==> config.mk <==
export PLATFORM = sky130hd
export DESIGN_NAME = instruction_fetch
export DESIGN_NICKNAME = d
export VERILOG_FILES = /design/src/rtl/instruction_fetch.sv
export SDC_FILE = /design/constraint.sdc
export NUM_CORES = 1
export LEC_CHECK = 0
export CORE_MARGIN = 3
export CORE_UTILIZATION = 35
export DETAILED_ROUTE_END_ITERATION = 10
export GPL_TIMING_DRIVEN = 0
export PLACE_DENSITY = 0.74
export SETUP_SLACK_MARGIN = 0.15
export SYNTH_ARGS = -nofsm -noshare
export SYNTH_HDL_FRONTEND = slang
export SYNTH_SLANG_ARGS = --single-unit
==> constraint.sdc <==
create_clock -name clock -period 3.33 [get_ports clock]
set_input_delay 0.666 -clock clock [delete_from_list [all_inputs] [get_ports clock]]
set_output_delay 0.666 -clock clock [all_outputs]
set_load 0.005 [all_outputs]
==> src/rtl/instruction_fetch.sv <==
// Instruction-fetch stage: owns the PC, picks the next PC by priority, drives the
// synchronous instruction ROM and squashes the wrong-path word on redirects.
module instruction_fetch #(
  parameter logic [31:0] RESET_PC         = 32'h0000_0000,
  parameter logic [31:0] EXCEPTION_VECTOR = 32'h0000_F000,
  parameter int          ROM_ADDR_WIDTH   = 14
) (
  input  logic                      clock,
  input  logic                      reset,
  input  logic                      Stall,
  input  logic                      Redirect,
  input  logic [31:0]               Redirect_target,
  input  logic                      Exception,
  input  logic                      Eret,
  input  logic [31:0]               Epc,
  output logic [ROM_ADDR_WIDTH-1:0] Rom_address,
  input  logic [31:0]               Rom_data,
  output logic [31:0]               PC_out,
  output logic [31:0]               PC_plus_4_out,
  output logic [31:0]               PC_plus_4_latch_out,
  output logic [31:0]               Instruction_out,
  output logic                      Valid_out,
  output logic                      Address_error_out
);

  logic [31:0] r_pc;
  logic [31:0] r_pc_plus_4_latch;
  logic        r_valid;
  logic        r_addr_error;

  logic [31:0] w_pc_plus_4;
  logic [31:0] w_next_pc_raw;
  logic [31:0] w_next_pc;
  logic        w_misaligned;
  logic        w_redirect_any;

  assign w_pc_plus_4    = r_pc + 32'd4;
  assign w_redirect_any = Redirect | Exception | Eret;

  always_comb begin
    // NOTE: every output of this block gets a default first so no path can infer a latch.
    w_next_pc_raw = w_pc_plus_4;
    w_misaligned  = 1'b0;
    if (reset) begin
      w_next_pc_raw = RESET_PC;
    end else if (Exception) begin
      w_next_pc_raw = EXCEPTION_VECTOR;
    end else if (Eret) begin
      w_next_pc_raw = Epc;
      w_misaligned  = |Epc[1:0];
    end else if (Redirect) begin
      w_next_pc_raw = Redirect_target;
      w_misaligned  = |Redirect_target[1:0];
    end else if (Stall) begin
      w_next_pc_raw = r_pc;
    end
  end

  // The PC is always word aligned; a misaligned target is truncated and flagged.
  assign w_next_pc   = {w_next_pc_raw[31:2], 2'b00};
  assign Rom_address = w_next_pc[ROM_ADDR_WIDTH+1:2];

  always_ff @(posedge clock) begin
    // NOTE: sequential state uses non-blocking assignments so all registers update together.
    if (reset) begin
      r_pc              <= {RESET_PC[31:2], 2'b00};
      r_pc_plus_4_latch <= 32'h0000_0000;
      r_valid           <= 1'b0;
      r_addr_error      <= 1'b0;
    end else begin
      r_pc         <= w_next_pc;
      r_valid      <= 1'b1;
      r_addr_error <= w_misaligned;
      if (!Stall || w_redirect_any) begin
        r_pc_plus_4_latch <= w_pc_plus_4;
      end
    end
  end

  assign PC_out              = r_pc;
  assign PC_plus_4_out       = w_pc_plus_4;
  assign PC_plus_4_latch_out = r_pc_plus_4_latch;
  assign Valid_out           = r_valid & ~w_redirect_any;
  assign Instruction_out     = Valid_out ? Rom_data : 32'h0000_0000;
  assign Address_error_out   = r_addr_error;

endmodule

After elaboration in Yosys (flattened, before gate mapping)
Index checks and enable logic that the tools add are counted.

Register bits after elaboration: 66. Input port bits: 102. Output and inout port bits: 144. Word-level logic and storage cells: 26.

Add/sub/neg operators: 1. Eq/ne operators: 1. Mux-type cells: 9. Bitwise logic cells: 4. Reduce and logical (&&, ||, !) cells: 5.

Operator list (number): $mux W32 (4); $add A32 B3 Y32 const B (1); $mux W16 (2); $reduce_or A2 Y1 (3); $mux W1 (3); $ne A3 B1 Y1 const B (1); $or A1 B1 Y1 (2); $and A1 B1 Y1 (1); $logic_not A1 Y1 (1); $logic_or A1 B1 Y1 (1); $not A1 Y1 (1).

Logic depth before layout (Yosys ltp)
Gate-level depths: netlist (run 1).

Depth in word-level cells: 6. Mapped depth: 7.

Worst setup path after synthesis (run 1)
Ideal clock, no wire load.

Kind: input -> output. From: input port Stall. To: output port Rom_address[3]. Arrival: 1816 ps. Required time: 2664 ps. Setup slack: 848 ps. Stages: 6. Path through: clkbuf_1 > buf_1 > o21ai_0 > a21oi_1 > a21oi_1 > o21ai_0.

Cells in the longest elaborated chain, start to end: 5.

Ends and longest elaborated chain: start: declaration (RTL line 10) `input logic Stall,`; $mux W32 (RTL line 54) `end else if (Stall) begin`; $mux W32 (RTL line 51) `end else if (Redirect) begin`; $mux W32 (RTL line 48) `end else if (Eret) begin`; $mux W16 (RTL line 46) `end else if (Exception) begin`; $mux W16 (RTL line 44) `if (reset) begin`; end: declaration (RTL line 16) `output logic [ROM_ADDR_WIDTH-1:0] Rom_address,`.

No other way between the ends. The select of a mux whose other input is x is not followed.

Final worst setup path (run 1)
From: register r_pc[2], in the netlist PC_out[2]. To: output port Rom_address[13].

Cells in the longest elaborated chain, start to end: 6.

Ends and longest elaborated chain: start: declaration (RTL line 26) `logic [31:0] r_pc;`; start signal: assignment (RTL line 66) `r_pc <= {RESET_PC[31:2], 2'b00};`; start signal: assignment (RTL line 71) `r_pc <= w_next_pc;`; $add A32 B3 Y32 (RTL line 37) `assign w_pc_plus_4 = r_pc + 32'd4;`; $mux W32 (RTL line 54); $mux W32 (RTL line 51); $mux W32 (RTL line 48); $mux W16 (RTL line 46); $mux W16 (RTL line 44).

No other way between the ends. The select of a mux whose other input is x is not followed.

==> results of run 1 <==
## cell usage in the layout, fill, tap and decap left out, drive strengths merged, types with 26 or more instances in the layout
cell type      Yosys  routed
clkdlybuf4s50      0     230
dfxtp             62      62
nor2              52      52
buf               19      43
a21oi             41      41
clkbuf            27      40
and2              32      32
nand2             32      32
o21ai             29      29
a211oi            27      27
inv               26      26
xnor2             26      26
## report_power, final
part,total [uW],leakage (uW),internal [uW],switching (uW)
clock,1040,0.000161,689,354
sequential,823,0.000515,778,44.5
combinational,535,0.00246,317,218
total,2400,0.00314,1790,616
## registers in the layout, summed over array words and instances, names as in the netlist
signal               count
PC_out                  30
r_valid                  1
PC_plus_4_latch_out     30
Address_error_out        1
## metal layers
layer  share of wire (%)  up-vias  track usage (%)
met3                 7.9       44             6.15
li1                    -     2326                -
met5                   0        -                0
met1                  42     2341             36.3
met2                  47      258             44.9
met4                 2.5        0             8.97
## timing repair
| item | 4_1_cts | 5_1_grt |
|---|---|---|
| gates cloned | 0 | 1 |
| pin swaps | 9 | 13 |
| resized for setup | 75 | 44 |
| endpoints found under the setup margin | 66 | 56 |
| setup buffers | 9 | 16 |
| hold buffers | 0 | 0 |
## cell type report
class                           count  area (sq um)  share of cell area (%)
Tap cell                          140           175                    2.36
Buffer                             45           298                    4.02
Clock buffer                       11           253                    3.41
Timing Repair Buffer              264          2600                    35.1
Inverter                           26          97.6                    1.32
Sequential cell                    62          1270                    17.1
Clock inverter                      4          70.1                   0.945
Multi-Input combinational cell    377          2650                    35.8
## critical path, delay by kind of cell (launching register included)
kind,cells,cell delay [ns]
simple gates,3,0.55
flops,1,0.39
compound gates,1,0.18
xor+xnor,1,0.27
buf+inv,2,0.78
## cell usage after synthesis (4+ instances only)
library cell  number  area (sq um)
nor2_1            52           195
clkbuf_1          27           101
xnor2_1           26           228
dfxtp_1           62          1240
inv_1             26          97.6
xor2_1            11          96.3
nand4_1            5          31.3
and2_1            32           200
nand3b_1           6          45.0
buf_1              4          15.0
nor3_1             9          45.0
mux2i_1           16           160
nand2_1           31           116
o21ai_0           29           145
buf_2              5          25.0
o221ai_1           6          52.6
a211oi_2           4          50.1
a21oi_1           41           205
a211oi_1          23           173
nand3_1           17          85.1
nor4_1             6          37.5
buf_4              9          67.6
and4_1             8          70.1
## through the flow
step	hold slack, ns	setup slack [ns]
floorplan	0.485	0.848
global placement	0.477	-0.721
detailed placement	0.486	-0.728
CTS	0.501	0.0885
global route	0.529	0.0552
finish	0.496	0.145
## worst paths after layout
path                                               from  cells past startpoint                       to  slack, ns
worst min register to register  PC_plus_4_latch_out[13]                      2  PC_plus_4_latch_out[13]       0.50
worst max-delay path                          PC_out[2]                      7          Rom_address[13]       0.14
worst min-delay path            PC_plus_4_latch_out[13]                      2  PC_plus_4_latch_out[13]       0.50
worst max register to register                PC_out[2]                      8               PC_out[18]       1.09
## cells by family (layout without fill, tap and decap cells)
kind of cell / Yosys count / in the layout
buf+inv: 72 / 350
mux: 16 / 16
compound gates: 121 / 121
other cells: 1 / 6
fa+ha+maj: 1 / 1
flops: 62 / 62
xor+xnor: 37 / 37
simple gates: 196 / 196
==> metrics, run 1 <==
Syn. warnings 0; ant diodes 0; total negative slack 0 ns; H-tree Lvls 3; routed wire length 18,400 um; Starting Density 36.1%; I/O Pins 246; Synth Area in XOR/XNOR 8.21%; #FFs+latches synth 62; status finished clean; ys async rst share 0%; Worst Path Required 2.66 ns; Die H 112 um; period utilization 95.7%; fin util 67.8%; core box area 10,900 sq um; Post-Place Cells 889; GP Congestion 0.858; Unique masters post-synth 54; synthesized-area fraction occupied by adder cells 0.317%; Clock transition at path regs 0.05 ns; Setup CP Type flip-flop to output port; pwr/cell area 324 nW/um^2; initial antenna violation count 0; WL/cell 19.8 um; worst vdd ir 0.000239 V; synthesized area 3950 sq um; Via Count 4,969; register area share after synthesis 31.5%; min Tclk post-route 3.19 ns; # rows 38; Worst Skew 0.00767 ns; EDFF count, synth 0; share of cells above drive strength 1 17.5%; Post-Layout Cell Count 929; post-synthesis mux area share 4.06%; area post-placement 6520 sq um; Simple-Gate Fraction of Synth Area 28.2%; RSZ-0062 raised after global routing yes; largest family of logic cells by synthesized area simple AND/OR/NAND/NOR gates; syn avg cell area 7.80 sq um; CP Launch Type flip-flop; Finish-stage setup viols 0; die area 12,600 sq um; Least-Margin Pin Slew 0.653 ns; Slew Limit Fails 0; max-cap violations 0; Syn-to-layout area delta 87.8%; Critical Path AT 2.52 ns; Max stage delay on crit path 0.57 ns; max_slew headroom 56.2%; number of detailed-route iterations in the first pass 5; vias in the first global route 4,836; HP Class flip-flop to flip-flop; global-route wire length before repair 27,500 um; CTS tree done; largest net degree at the start of global routing 11; Fmax achieved 314 MHz; Die Wd 112 um; dominant synthesized flop cell dfxtp_1; ANT nets after route 0; largest fanout on the critical path 10; Post-DP HPWL 13,900 um; Starting DRT DRC Count 317; root buf cell clkbuf_16; leakage 0.00314 uW; Longest Clk Path Bufs 2; final hold violation count 0; Fillers 914; IO Port Bufs 238; slowest CP cell clkdlybuf4s50_1; Num Clock Sinks 62; drc violations 0; Final #Nets 888; design area 7410 sq um; total power draw 2400 uW; Vias/cell 5.35; CP cell instances nand3_1, buf_2, nor4b_2, xor2_1, nand2_1, a21oi_1, clkdlybuf4s50_1; worst-skew pair later-pin latency 0.33 ns; GR Util All Layers 27.6%; CP endpoint kind output port; Congestion Overflow GR 0; post-synthesis compound-gate area fraction 19.6%; Syn Inst Count 506; total CTS buffers 9
Power figures use the tool's default switching activity.
==> run 2: changes to the inputs <==
--- a/config.mk
+++ b/config.mk
@@ -5,6 +5,7 @@
 export SDC_FILE = /design/constraint.sdc
 export NUM_CORES = 1
 export LEC_CHECK = 0
+export CORE_ASPECT_RATIO = 0.8
 export CORE_MARGIN = 3
 export CORE_UTILIZATION = 35
 export DETAILED_ROUTE_END_ITERATION = 10
==> run 2 against run 1 <==
- sequential power hardly changed
- critical path depth is 1 higher
- sequential share of layout area is 0.23 points higher
- first-iteration DRC count is 27% higher
- maximum frequency is 2.2% higher
- die area hardly changed
- critical path type unchanged
- clock power hardly changed
- critical endpoint is now Rom_address[10]
- count of clock-buffer cells in the layout is 1 higher
- clock skew hardly changed
- global-route usage is 0.55 points lower
==> metrics, run 2 (same netlist as run 1, synthesis figures left out) <==
Clock transition at path regs 0.05 ns (about the same); GP Congestion 0.894 (+4.2%); root buf cell clkbuf_16; total CTS buffers 9 (unchanged); total negative slack 0 ns (unchanged); Post-Place Cells 893 (+0.45%); routed wire length 18,000 um (-2.4%); CP Launch Type flip-flop; initial antenna violation count 0 (unchanged); core box area 10,900 sq um (about the same); Fillers 899 (-1.6%); Num Clock Sinks 62 (unchanged); I/O Pins 246 (unchanged); Vias/cell 5.26 (-1.7%); Fmax achieved 321 MHz (+2.2%); HP Class flip-flop to flip-flop; share of cells above drive strength 1 16.1% (-1.4 points); Sw Share 25.5% (-0.18 points); commonest non-fill, non-tap cell in the layout clkdlybuf4s50_1; Slew Limit Fails 0 (unchanged); final hold violation count 0 (unchanged); reg2reg setup slack 1.36 ns (+0.27 ns); Die H 101 um (-10%); internal power 1780 uW (-0.15%); period utilization 93.5% (-2.1 points); leakage 0.00301 uW (-3.9%); pwr/cell area 329 nW/um^2 (+1.5%); worst-skew pair later-pin latency 0.34 ns (about the same); WL/cell 19.5 um (-1.5%); Worst Hold Depth 2 (unchanged); RR Endpoint PC_plus_4_latch_out[31]; Longest Clk Path Bufs 2 (unchanged); Worst Path Required 2.66 ns (about the same); Storage cell area 1260 sq um (-0.49%); max_slew headroom 52.8% (-3.4 points); vias in the first global route 4,882 (+0.95%); min Tclk post-route 3.12 ns (-0.0701 ns); max-cap violations 0 (unchanged); Syn-to-layout area delta 84.4%; Via Count 4,836 (-2.7%); r2r worst-path depth 7 (-1); worst vdd ir 0.000239 V (-0.22%); Met2 Wirelength 8400 um (-3.1%); commonest non-fill, non-tap cells in the layout clkdlybuf4s50_1 (231), dfxtp_1 (50), nor2_1 (50), a21oi_1 (40), and2_1 (32); Least-Margin Pin Slew 0.708 ns (+0.0546 ns); Final #Nets 875 (-1.5%); Worst R2R Start PC_out[5]; hold path start PC_plus_4_latch_out[8]; global-route wire length before repair 26,800 um (-2.6%); largest fanout on the critical path 6 (-4); Worst Skew 0.00780 ns (+0.000132 ns); die area 12,600 sq um (about the same); RSZ-0062 raised after global routing no; ant diodes 0 (unchanged); sw power 609 uW (-1.1%); Die Wd 125 um (+11%); M1 WL 7430 um (-5.0%); Congestion Overflow GR 0 (unchanged); multi-input logic area 2630 sq um (-0.80%); Post-Layout Cell Count 920 (-0.97%); # rows 34 (-11%); Post-DP HPWL 13,400 um (-3.8%); Highest Signal Layer met4; share of power burned in combinational logic 22.0% (-0.3 points); largest net degree at the start of global routing 11 (unchanged); cts hold-fix bufs 0 (unchanged); ANT nets after route 0 (unchanged); Place WS -0.719 ns (+0.00881 ns); H-tree Lvls 3 (unchanged); sequential share of power 34.5% (+0.2 points); Endpoint, Worst Hold PC_plus_4_latch_out[8]; Hold Slack 0.494 ns (-0.00185 ns); Critical Path AT 2.45 ns (-0.07 ns); Starting DRT DRC Count 403 (+27%); drc violations 0 (unchanged); met3 wire len 1730 um (+18%); CTS tree done; GR Util All Layers 27.0% (-0.55 points); CP endpoint kind output port; number of detailed-route iterations in the first pass 5 (unchanged); final setup margin 0.215 ns (+0.0701 ns); status finished clean; Finish-stage setup viols 0 (unchanged); Clk pwr share 43.5% (about the same); Setup CP Type flip-flop to output port; Starting Density 36.1% (about the same); IO Port Bufs 238 (unchanged)
==> run 2: changes by cell type in the layout (fill, tap and decap cells not counted), sizes merged <==
cell	change
clkinvlp	+1
dlymetal6s2s	-1
buf	-7
clkdlybuf4s15	-1
clkdlybuf4s50	+1
clkdlybuf4s18	+1
clkinv	-2
clkbuf	-5
==> run 2: final cells by class <==
class | instances | share of cell area, %
inverters | 26 | 1.34
plain buffers | 45 | 4.11
flip-flops and latches | 62 | 17.3
clock buffers | 12 | 3.53
multi-input cells | 377 | 36.1
repair buffers | 251 | 34.1
well taps | 144 | 2.48
clock inverters | 3 | 0.929
==> run 2: worst max path at each step <==
stage / start / endpoint / slack (ns) / depth (start not counted)
after global routing: PC_out[13] / Rom_address[13] / 0.14 / 6
after detailed placement: Redirect / Rom_address[6] / -0.72 / 7
after global placement: Redirect / Rom_address[6] / -0.72 / 7
final: PC_out[2] / Rom_address[10] / 0.21 / 8
after floorplan: Stall / Rom_address[3] / 0.85 / 6
after CTS: PC_out[2] / PC_plus_4_out[16] / 0.10 / 6
==> run 2: repair_timing <==
action	4_1_cts	5_1_grt
pin swaps	9	8
setup endpoints to repair	62	58
resized for setup	70	44
gates cloned	0	0
setup buffers	7	6
==> run 2: metal layers <==
metal,global-route usage (%),up-vias
li1,-,2296
met5,0,-
met2,44.0,236
met3,9.69,32
met4,9.52,0
met1,33.3,2272
==> run 2: per-stage QoR <==
step	utilization [%]	power (uW)	cell area, sq um
floorplan	-	999	3970
global placement	59.7	1320	6530
detailed placement	59.7	1330	6530
CTS	65.0	2380	7110
global route	66.5	2480	7280
finish	66.5	2390	7280
==> run 2: worst max-delay path, stage by stage, from the launching register on <==
cell and delay [ns]:
dfxtp_4 0.39, ha_4 0.18, and4_4 0.24, buf_4 0.14, nand3_1 0.15, xnor2_2 0.23
a21oi_1 0.12, nor2_1 0.13, clkdlybuf4s50_1 0.54
==> run 2: power groups by stage <==
| stage | Clock [uW] | Combinational (uW) | Sequential (uW) |
|---|---|---|---|
| 2_1_floorplan | 0 | 170 | 829 |
| 3_3_place_gp | 0 | 491 | 833 |
| 3_5_place_dp | 0 | 494 | 834 |
| 4_1_cts | 1050 | 516 | 822 |
| 5_1_grt | 1090 | 562 | 830 |
| 6_report | 1040 | 525 | 825 |
==> run 3: changes to the inputs <==
--- a/config.mk
+++ b/config.mk
@@ -15,3 +15,4 @@
 export SYNTH_ARGS = -nofsm -noshare
 export SYNTH_HDL_FRONTEND = slang
 export SYNTH_SLANG_ARGS = --single-unit
+export TNS_END_PERCENT = 10
==> run 3 against run 2 <==
- clock skew about the same
- register-to-register slack worse by 0.03 ns
- largest power group unchanged
- via count unchanged
- combinational power down 1%
- count of clock-buffer cells in the layout unchanged
- flip-flop and latch count unchanged
- hold slack better by 0.00064 ns
- sequential share of layout area up 0.28 points
- non-clock buffer count down 9
- clock power about the same
- routed wire length down 1.2%
- highest routed layer unchanged
- cell count down 0.98%
==> metrics, run 3 (same netlist as run 1, synthesis figures left out) <==
Die Wd 125 um (unchanged); CP cell instances buf_4, nand4_4, or3_4, buf_6, nor3_4, xnor2_2, inv_1, clkdlybuf4s50_1; Congestion Overflow GR 0 (unchanged); Setup CP Type flip-flop to output port; GR Util All Layers 26.8% (-0.18 points); pwr/cell area 335 nW/um^2 (+1.9%); CTS tree done; Via Count 4,836 (unchanged); number of detailed-route iterations in the first pass 5 (unchanged); Max stage delay on crit path 0.49 ns (-0.05 ns); Vias/cell 5.31 (+0.99%); WL/cell 19.5 um (-0.19%); largest net degree at the start of global routing 11 (unchanged); Starting Density 36.1% (unchanged); die area 12,600 sq um (unchanged); worst vdd ir 0.000261 V (+9.5%); ant diodes 0 (unchanged); cts hold-fix bufs 0 (unchanged); drc violations 0 (unchanged); global-route wire length before repair 26,600 um (-0.65%); total power draw 2380 uW (-0.32%); Critical Path AT 2.58 ns (+0.13 ns); status finished clean; CP Launch Type flip-flop; # rows 34 (unchanged); Post-DP HPWL 13,400 um (unchanged); IO Port Bufs 238 (unchanged); H-tree Lvls 3 (unchanged); Place WS -0.719 ns (unchanged); leakage 0.00290 uW (-3.7%); commonest non-fill, non-tap cell in the layout clkdlybuf4s50_1; Finish-stage setup viols 0 (unchanged); worst-skew pair later-pin latency 0.34 ns (about the same); routed wire length 17,800 um (-1.2%); Longest Clk Path Bufs 2 (unchanged); Fmax achieved 308 MHz (-4.0%); final setup margin 0.0844 ns (-0.130 ns); largest fanout on the critical path 10 (+4); HP Class flip-flop to flip-flop; design area 7120 sq um (-2.2%); max-cap violations 0 (unchanged); max_slew headroom 53.4% (+0.63 points); Least-Margin Pin Slew 0.699 ns (-0.00943 ns); Final #Nets 866 (-1.0%); final hold violation count 0 (unchanged); vias in the first global route 4,830 (-1.1%); I/O Pins 246 (unchanged); GP Congestion 0.894 (unchanged); ANT nets after route 0 (unchanged); Die H 101 um (unchanged); min Tclk post-route 3.25 ns (+0.130 ns); commonest non-fill, non-tap cells in the layout clkdlybuf4s50_1 (234), dfxtp_1 (54), nor2_1 (49), a21oi_1 (40), and2_1 (32); total CTS buffers 9 (unchanged); area post-placement 6530 sq um (unchanged); Starting DRT DRC Count 249 (-38%); share of cells above drive strength 1 13.4% (-2.7 points); root buf cell clkbuf_16; core box area 10,900 sq um (unchanged); Syn-to-layout area delta 80.4%; period utilization 97.5% (+3.9 points); Num Clock Sinks 62 (unchanged); cell family with most CP delay buffers and inverters; slowest CP cell clkdlybuf4s50_1; CP endpoint kind output port; Clock transition at path regs 0.06 ns (about the same); buffers plus inverters on the worst setup path 4 (+2); Slew Limit Fails 0 (unchanged); RSZ-0062 raised after global routing yes; Worst Skew 0.00795 ns (+0.000151 ns); fin util 65.1% (-1.4 points); initial antenna violation count 0 (unchanged); Worst Path Required 2.66 ns (about the same)
run 3: changes by cell type in the layout (fill, tap and decap cells not counted), moves of 2 or more:
cell             change
nand3_2              -2
clkdlybuf4s50_1      +3
dfxtp_2              -3
buf_2                -3
dlymetal6s2s_1       -2
buf_4                -5
clkdlybuf4s15_2      +2
nor2_2               +2
nand3_1              +2
clkbuf_1             +3
buf_6                -2
dfxtp_1              +4
run 3: final timing paths:
| kind | from | endpoint | slack, ns | depth (start not counted) |
|---|---|---|---|---|
| max | PC_out[8] | PC_plus_4_out[25] | 0.08 | 8 |
| min | PC_plus_4_latch_out[8] | PC_plus_4_latch_out[8] | 0.49 | 2 |
| max reg2reg | PC_out[16] | PC_out[31] | 1.33 | 7 |
| min reg2reg | PC_plus_4_latch_out[8] | PC_plus_4_latch_out[8] | 0.49 | 2 |
run 3: cell type report:
cell class                 count  area (sq um)
clock inverter                 3          67.6
sequential                    62          1250
multi-input combinational    377          2590
inverter                      26          97.6
tap                          144           180
fill                         921          3810
timing repair buffer         242          2420
buffer                        45           260
clock buffer                  12           256
run 3: stage by stage:
step	cells	TNS (ns)	hold slack, ns
floorplan	511	0	0.485
global placement	893	-23.39	0.477
detailed placement	893	-23.22	0.487
CTS	911	0	0.498
global route	911	0	0.514
finish	911	0	0.495
run 3: power by group:
part	switching [uW]	total (uW)	leakage (uW)	internal (uW)
clock network	350	1040	0.000155	692
logic	214	518	0.00223	305
registers	43.1	823	0.000512	780
run 3: worst min-delay path, delay by kind of cell, from the launching register on:
family           cells  cell delay, ns
DFF                  1            0.32
and+or+nand+nor      1            0.07
muxes                1            0.07
run 3: repair_timing:
action / CTS / global route
resized for setup: 50 / 28
gates cloned: 0 / 0
setup endpoints to repair: 62 / 60
buffers inserted: 3 / 1
pin swaps: 3 / 6
run 3: layer usage:
layer / share of wire (%) / global-route usage, % / vias up / wire length [um]
met5: 0 / 0 / - / 0
met4: 1.9 / 8.59 / 0 / 346
met3: 9.5 / 9.53 / 26 / 1680
met2: 47 / 43.8 / 233 / 8350
met1: 42 / 33.4 / 2297 / 7380
li1: - / - / 2280 / -
